<file path="config.mk">
export PLATFORM = sky130hd
export DESIGN_NAME = config_bus_writer
export DESIGN_NICKNAME = d
export VERILOG_FILES = /design/src/rtl/config_bus_writer_pkg.sv /design/src/rtl/config_bus_writer_stage.sv /design/src/rtl/config_bus_writer.sv
export SDC_FILE = /design/constraint.sdc
export NUM_CORES = 2
export LEC_CHECK = 0
export ABC_AREA = 0
export CORE_ASPECT_RATIO = 0.9
export CORE_MARGIN = 5
export CORE_UTILIZATION = 40
export CTS_CLUSTER_DIAMETER = 120
export DETAILED_ROUTE_END_ITERATION = 12
export MAX_ROUTING_LAYER = met4
export PLACE_DENSITY = 0.72
export SLEW_MARGIN = 20
export SYNTH_ARGS = -nofsm -noshare
export SYNTH_HDL_FRONTEND = slang
export SYNTH_SLANG_ARGS = --single-unit
</file>
<file path="constraint.sdc">
create_clock -name a_clk -period 7.45 [get_ports a_clk]
set_clock_uncertainty 0.1 [all_clocks]
set_input_delay 0.745 -clock a_clk [delete_from_list [all_inputs] [get_ports a_clk]]
set_output_delay 0.745 -clock a_clk [all_outputs]
set_load 0.01 [all_outputs]
</file>
<file path="src/rtl/config_bus_writer_pkg.sv">
// Shared definitions for the configuration bus writer.
// Bus geometry, register map and FSM encoding.
package config_bus_writer_pkg;

  localparam int CFG_ADDR_W = 32;
  localparam int CFG_DATA_W = 512;
  localparam int CFG_WORDS  = 16;
  localparam int CFG_WORD_W = 32;

  localparam logic [4:0] REG_COMMIT  = 5'd16;
  localparam logic [4:0] REG_CLEAR   = 5'd17;
  localparam logic [4:0] REG_CLR_OVR = 5'd18;

  typedef enum logic [1:0] {
    ST_IDLE = 2'd0,
    ST_HOLD = 2'd1,
    ST_GAP  = 2'd2
  } cfg_state_e;

endpackage

</file>
<file path="src/rtl/config_bus_writer_stage.sv">
// Staging register file: word write, synchronous clear,
// full-width parallel read for the commit snapshot.
module cfg_stage_buffer
  import config_bus_writer_pkg::*;
#(
  parameter int WORDS = CFG_WORDS
) (
  input  logic                        clk,
  input  logic                        rst,
  input  logic                        wr_en,
  input  logic [$clog2(WORDS)-1:0]    wr_idx,
  input  logic [CFG_WORD_W-1:0]       wr_data,
  input  logic                        clr,
  output logic [WORDS*CFG_WORD_W-1:0] rd_data
);

  logic [WORDS*CFG_WORD_W-1:0] buf_q;
  logic [WORDS*CFG_WORD_W-1:0] buf_d;

  // Clear wins over a word write; both cannot arrive together.
  always_comb begin
    buf_d = buf_q;
    if (clr) begin
      buf_d = '0;
    end else if (wr_en) begin
      buf_d[wr_idx*CFG_WORD_W +: CFG_WORD_W] = wr_data;
    end
  end

  // Register file storage.
  always_ff @(posedge clk) begin
    if (rst) buf_q <= '0;
    else     buf_q <= buf_d;
  end

  assign rd_data = buf_q;

endmodule

</file>
<file path="src/rtl/config_bus_writer.sv">
// Config bus master: stages words, commits a snapshot,
// holds address+data, then one idle gap cycle.
module config_bus_writer
  import config_bus_writer_pkg::*;
#(
  parameter int                    DATA_WORDS  = CFG_WORDS,
  parameter int                    HOLD_CYCLES = 2,
  parameter logic [CFG_ADDR_W-1:0] IDLE_ADDR   = '0,
  parameter int                    COUNT_WIDTH = 16
) (
  input  logic                   a_clk,
  input  logic                   a_rst,
  input  logic                   s_wr_en,
  input  logic [4:0]             s_wr_addr,
  input  logic [31:0]            s_wr_data,
  output logic [CFG_ADDR_W-1:0]  config_addr,
  output logic [CFG_DATA_W-1:0]  config_data,
  output logic                   busy,
  output logic [COUNT_WIDTH-1:0] commit_count,
  output logic                   overrun
);

  localparam int CNT_W =
    (HOLD_CYCLES > 1) ? $clog2(HOLD_CYCLES) : 1;
  localparam logic [CNT_W-1:0] CNT_LOAD =
    CNT_W'(HOLD_CYCLES - 1);

  cfg_state_e             state_q, state_d;
  logic [CNT_W-1:0]       cnt_q, cnt_d;
  logic [CFG_ADDR_W-1:0]  addr_q, addr_d;
  logic [CFG_DATA_W-1:0]  data_q, data_d;
  logic                   busy_q, busy_d;
  logic [COUNT_WIDTH-1:0] count_q, count_d;
  logic                   ovr_q, ovr_d;

  logic                   stage_we;
  logic                   stage_clr;
  logic                   commit;
  logic [CFG_DATA_W-1:0]  stage_data;

  assign stage_we  = s_wr_en && (s_wr_addr < REG_COMMIT);
  assign stage_clr = s_wr_en && (s_wr_addr == REG_CLEAR);
  assign commit    = s_wr_en && (s_wr_addr == REG_COMMIT);

  cfg_stage_buffer #(
    .WORDS (DATA_WORDS)
  ) u_stage (
    .clk     (a_clk),
    .rst     (a_rst),
    .wr_en   (stage_we),
    .wr_idx  (s_wr_addr[3:0]),
    .wr_data (s_wr_data),
    .clr     (stage_clr),
    .rd_data (stage_data)
  );

  // Next-state: commit acceptance, hold countdown, gap, overrun.
  always_comb begin
    state_d = state_q;
    cnt_d   = cnt_q;
    addr_d  = addr_q;
    data_d  = data_q;
    busy_d  = busy_q;
    count_d = count_q;
    ovr_d   = ovr_q;
    if (s_wr_en && (s_wr_addr == REG_CLR_OVR)) ovr_d = 1'b0;
    unique case (state_q)
      ST_IDLE: begin
        if (commit && (s_wr_data != IDLE_ADDR)) begin
          addr_d  = s_wr_data;
          data_d  = stage_data;
          cnt_d   = CNT_LOAD;
          count_d = count_q + COUNT_WIDTH'(1);
          busy_d  = 1'b1;
          state_d = ST_HOLD;
        end
      end
      ST_HOLD: begin
        if (commit) ovr_d = 1'b1;
        if (cnt_q == '0) begin
          addr_d  = IDLE_ADDR;
          state_d = ST_GAP;
        end else begin
          cnt_d = cnt_q - CNT_W'(1);
        end
      end
      ST_GAP: begin
        if (commit) ovr_d = 1'b1;
        busy_d  = 1'b0;
        state_d = ST_IDLE;
      end
      default: begin
        addr_d  = IDLE_ADDR;
        busy_d  = 1'b0;
        state_d = ST_IDLE;
      end
    endcase
  end

  // State and registered bus outputs; reset aborts any transaction.
  always_ff @(posedge a_clk) begin
    if (a_rst) begin
      state_q <= ST_IDLE;
      cnt_q   <= '0;
      addr_q  <= IDLE_ADDR;
      data_q  <= '0;
      busy_q  <= 1'b0;
      count_q <= '0;
      ovr_q   <= 1'b0;
    end else begin
      state_q <= state_d;
      cnt_q   <= cnt_d;
      addr_q  <= addr_d;
      data_q  <= data_d;
      busy_q  <= busy_d;
      count_q <= count_d;
      ovr_q   <= ovr_d;
    end
  end

  assign config_addr  = addr_q;
  assign config_data  = data_q;
  assign busy         = busy_q;
  assign commit_count = count_q;
  assign overrun      = ovr_q;

endmodule

</file>
== Word-level counts from Yosys, hierarchy flattened ==
Index checks and enable logic that the tools add are counted.
W data, S select, Z words.
Word-level totals
  register bits: 1077
  output and inout port bits: 562
  logic and storage cells: 52
Operators by class
  $add $sub $neg: 3
  magnitude comparators: 1
  equal/unequal tests: 7
  shift operators: 2
  multiplexer cells: 14
  bitwise logic cells: 2
  reduce and logical (&&, ||, !) cells: 15
Operator list (count)
  $bwmux W512: 1
  $shift A32 B34 Y512 const A: 1
  $shiftx A32 B34 Y512: 1
  $pmux W32 S3: 1
  $mux W32: 2
  $neg A9 Y34: 1
  $reduce_bool A32 Y1: 1
  $add A16 B1 Y16 const B: 1
  $eq A5 B5 Y1 const B: 3
  $reduce_and A2 Y1: 4
  $logic_and A1 B1 Y1: 5
  $lt A5 B5 Y1 const B: 1
  $mux W1: 5
  $mux W2: 2
  $ne A2 B2 Y1 const B: 2
  $pmux W1 S2: 2
  $pmux W2 S2: 1
  $reduce_or A2 Y1: 2
  $reduce_and A3 Y1: 1
  $eq A2 B1 Y1 const B: 1
  $eq A2 B2 Y1 const B: 1
  $logic_not A2 Y1: 1
  $not A1 Y1: 2
  $reduce_bool A2 Y1: 1
  $sub A1 B1 Y1 const B: 1

== Depth between registers and ports, before layout ==
  word-level depth: 5
  mapped depth: 13
  gate-level depth less buffers: 7

== Modules after synthesis ==
A second synthesis with hierarchy kept.
Unflattened totals
  cells, all modules: 4561
  area total of the unflattened synthesis: 39091.2 µm²
By module, submodules not included
  config_bus_writer: times used 1, cells each 2435, area an instance 19967.9 µm², seq. area each 11310.8 µm²
  cfg_stage_buffer: times used 1, cells each 2126, area an instance 19123.3 µm², seq. area each 10249.8 µm²

== Worst setup path after synthesis ==
Ideal clock, no wire load.
  path kind: input -> register
  start point: in s_wr_addr[0]
  end point: reg u_stage.buf_q[10], in the netlist u_stage.rd_data[10]
  arrival: 2.681 ns
  required time: 7.218 ns
  path slack: 4.537 ns
  stages: 10
  cells stage by stage: buf_2 > nor3_1 > ha_1 > or4_1 > nor2_1 > buf_2 > o2111ai_1 > clkbuf_1 > nand2_1 > a21oi_1
Between the ends
  longest elaborated chain between the ends: 3
  elaborated cells between the ends (all ways): 9
  those cells by class: 1 x add/sub; 1 x order compare; 1 x eq/ne; 2 x shift; 1 x mux; 3 x reduce/logical
RTL lines
  start, declared: RTL line config_bus_writer.sv:14  | input logic [4:0] s_wr_addr,
  $neg A9 Y34 or $eq A5 B5 Y1 (tied branches): RTL line config_bus_writer_stage.sv:26, config_bus_writer.sv:42
  $shiftx A32 B34 Y512, or another cell as far along: RTL line config_bus_writer_stage.sv:26  | buf_d[wr_idx*CFG_WORD_W +: CFG_WORD_W] = wr_data;
  $bwmux W512 or $reduce_or A2 Y1 (tied branches)
  end signal, assigned: RTL line config_bus_writer_stage.sv:33  | else buf_q <= buf_d;
  end, declared: RTL line config_bus_writer_stage.sv:17  | logic [WORDS*CFG_WORD_W-1:0] buf_q;
Several ways; a longest one is shown, not always the timed one.
A chain may end at the register's enable or synchronous reset.

== Worst setup path in the final report ==
  start point: in s_wr_addr[0]
  end point: reg data_q[47], in the netlist config_data[47]
Between the ends
  longest elaborated chain between the ends: 4
RTL lines
  $eq A5 B5 Y1: RTL line config_bus_writer.sv:43  | assign commit = s_wr_en && (s_wr_addr == REG_COMMIT);
  $logic_and A1 B1 Y1: RTL line config_bus_writer.sv:43
  $logic_and A1 B1 Y1: RTL line config_bus_writer.sv:69  | if (commit && (s_wr_data != IDLE_ADDR)) begin
  $reduce_and A2 Y1 (no line)
  end signal, assigned: RTL line config_bus_writer.sv:114  | data_q <= data_d;
  end, declared: RTL line config_bus_writer.sv:31  | logic [CFG_DATA_W-1:0] data_q, data_d;
No other way between the ends.

==> flow_metrics.env <==
export IMPL_status="finished clean"
export IMPL_p_leak_nw=16.93
export IMPL_yosysTopAreaCellShare_pct=54.76
export IMPL_post_synth_main_area_contributors="dfxtp_1, nand2_1, a21oi_1, nand3_1, mux2i_1"
export IMPL_clkLatencyLatePin_ns=0.69
export IMPL_crit_type="primary input to flip-flop"
export IMPL_ios=602
export IMPL_seq_area_frac_synth_pct=54.76
export IMPL_rows=109
export IMPL_routed_top_layer="met4"
export IMPL_power_density_nw_per_um2=243.9
export IMPL_tightest_slew_ns=1.188
export IMPL_drtPass1Iterations=6
export IMPL_cts_tree="yes"
export IMPL_die_area_um2=104800
export IMPL_post_cts_buffers=0
export IMPL_yosys_area_top_type="dfxtp_1"
export IMPL_period_share_pct=57.59
export IMPL_critical_path_required_ns=7.95
export IMPL_ir_drop_mv=0.2332
export IMPL_holdCritPathClass="flip-flop to flip-flop"
export IMPL_ant_nets=0
export IMPL_grt_pass1_vias=32360
export IMPL_h_tree_depth=3
export IMPL_ys_warn_count=0
export IMPL_min_period_ns=4.290
export IMPL_wl_met1_mm=56.86
export IMPL_end_kind="flip-flop"
export IMPL_setup_tns_final_ns=0
export IMPL_async_reset_ff_share_pct=0
export IMPL_grt_max_degree=181
export IMPL_place_detailed_hpwl_mm=83.33
export IMPL_yosysUniqueCellTypes=59
export IMPL_wl_per_cell_um=22.56
export IMPL_die_y_um=307.6
export IMPL_ys_ff_latch=1077
export IMPL_nFillCells=9015
export IMPL_rsz0062_at_grt="false"
export IMPL_clk_pin_slew_ns=0.06
export IMPL_layout_drive_gt1_share_pct=7.046
export IMPL_final_hold_viol_count=0
export IMPL_clockRootBuffer="clkbuf_16"
export IMPL_wl_met3_mm=12.04
export IMPL_cp_max_fo=68
export IMPL_drv_cap=0
export IMPL_clockBufferDepth=3
export IMPL_syn_area_um2=39370
export IMPL_coreArea_um2=97920
export IMPL_avgSynthCellArea_um2=8.324
export IMPL_drc=0
export IMPL_die_x_um=340.7
export IMPL_max_freq_mhz=233.1
export IMPL_antenna_found_initial=11
export IMPL_arrival_ns=4.80
export IMPL_final_nets=5107
export IMPL_gp_congestion=0.8095
export IMPL_setup_viol=0
export IMPL_cts_resized=0
export IMPL_synth_flop_cell="dfxtp_1"
export IMPL_drt_iter0_markers=4101
export IMPL_relSlewSlack_pct=20.77
export IMPL_cts_sinks=1077
export IMPL_cp_start_kind="primary input"
export IMPL_gr_total_overflow=0
export IMPL_synth_edff_count=0
export IMPL_grt_util_all_layers_pct=26.79
export IMPL_io_buffers=601
export IMPL_viasPerCell=5.474
export IMPL_hold_buffers=0
export IMPL_dp_cells=6224
export IMPL_final_cell_count_no_fill=6430
export IMPL_synth_cells=4730
export IMPL_start_util_pct=40.21
export IMPL_cts_buffers=108
export IMPL_wl_met2_mm=68.87
export IMPL_drv_slew=0
export IMPL_grt_pass1_wl_mm=209.6
export IMPL_syn_num_nets=4778
export IMPL_dr_total_vias=35200
export IMPL_syn_to_final_growth_pct=25.14
export IMPL_drt_total_wl_mm=145.1
==> critical path: stages <==
cell and delay (ns):
clkdlybuf4s50_1 0.58, inv_1 0.16, ha_1 0.43, or3b_4 0.52
nor2_4 0.37, o211a_4 0.90, buf_4 0.70, nand2_1 0.16
a21oi_1 0.16
==> power by group <==
group | total, W | leakage, nW | internal (W) | switching, W
Clock | 0.00577 | 1.88 | 0.00339 | 0.00239
Sequential | 0.00577 | 8.67 | 0.00576 | 0.00000519
Combinational | 0.000474 | 6.38 | 0.0000680 | 0.000406
==> routing by layer <==
| metal | vias to the layer above | global-route usage [%] |
|---|---|---|
| met5 | - | - |
| met2 | 1597 | 42.82 |
| met4 | 0 | 12.90 |
| met3 | 360 | 4.935 |
| li1 | 16340 | - |
| met1 | 16900 | 32.87 |
==> registers in the layout, indices dropped and copies added (netlist names) <==
| register | flops |
|---|---|
| commit_count | 16 |
| config_addr | 32 |
| u_stage.rd_data | 512 |
| overrun | 1 |
| config_data | 512 |
| cnt_q | 1 |
| busy | 1 |
| state_q | 2 |
==> path summary, 6_finish.rpt <==
path | startpoint | end | slack [ns] | cells past startpoint
worst min register to register | u_stage.rd_data[287] | config_data[287] | 0.32 | 2
worst max-delay path | s_wr_addr[0] | config_data[47] | 3.16 | 9
worst max register to register | state_q[0] | config_data[244] | 4.22 | 7
worst min-delay path | u_stage.rd_data[287] | config_data[287] | 0.32 | 2
==> cell usage after synthesis (all sizes together), types with 3 or more instances <==
cell type,instances
a31o,33
nand4,72
or4,3
and4,3
ha,8
a31oi,3
xnor2,3
or3,6
nor4,17
mux2i,128
clkbuf,271
a21oi,683
and2,71
nand3,297
a22o,31
inv,8
nor3,10
nor2b,4
o21ai,204
xor2,3
buf,180
o2111ai,4
nand2,1392
nor2,151
nand2b,7
dfxtp,1077
and3,35
==> final cells by class <==
type / count / area (um2) / share of cell area (%)
multi-input combinational: 3194 / 15700 / 31.85
tap: 1276 / 1597 / 3.240
inverter: 8 / 30.03 / 0.06095
timing repair buffer: 670 / 6504 / 13.20
clock inverter: 43 / 681.9 / 1.384
clock buffer: 160 / 3198 / 6.491
antenna: 2 / 5.005 / 0.01016
sequential: 1077 / 21560 / 43.76
==> through the flow <==
| stage | hold slack (ns) | area, um2 | util (%) | power (W) | worst slack (ns) |
|---|---|---|---|---|---|
| finish | 0.3224 | 49270 | 50.32 | 0.01202 | 3.160 |
| global route | 0.3448 | 49270 | 50.31 | 0.01234 | 2.984 |
| CTS | 0.3268 | 49230 | 50.27 | 0.01208 | 2.930 |
| detailed placement | 0.3396 | 45350 | 46.31 | 0.006360 | 2.223 |
| global placement | 0.3361 | 45350 | 46.31 | 0.006358 | 2.245 |
| floorplan | 0.3286 | 39370 | - | 0.006138 | 4.537 |
==> cells by family (layout without fill, tap and decap cells) <==
logic type	count (synthesis)	count (layout)	synth area share (%)
muxes	130	130	3.311
DFF	1077	1077	54.76
adders and majority gates	8	8	0.2542
buffers and inverters	459	881	5.889
AOI/OAI and AO/OA	975	975	13.26
and+or+nand+nor	2075	2075	22.38
other	0	2	0
xor gates and xnor gates	6	6	0.1526
==> placed cells by master (no fill, tap or decap), types with 10 or more instances in the layout <==
cell	n
clkbuf_1	22
clkbuf_8	30
buf_4	59
buf_2	32
nor4_1	10
clkdlybuf4s50_1	568
and3_1	33
nor2_1	146
buf_12	10
nand4_1	70
clkinv_2	15
nand2_1	1390
bufinv_16	11
a21oi_1	683
a22o_1	31
mux2i_1	128
o21ai_1	41
o21ai_0	161
clkbuf_16	108
a31o_2	33
dfxtp_1	1077
and2_1	67
nand3_1	293
Power figures use the tool's default switching activity.
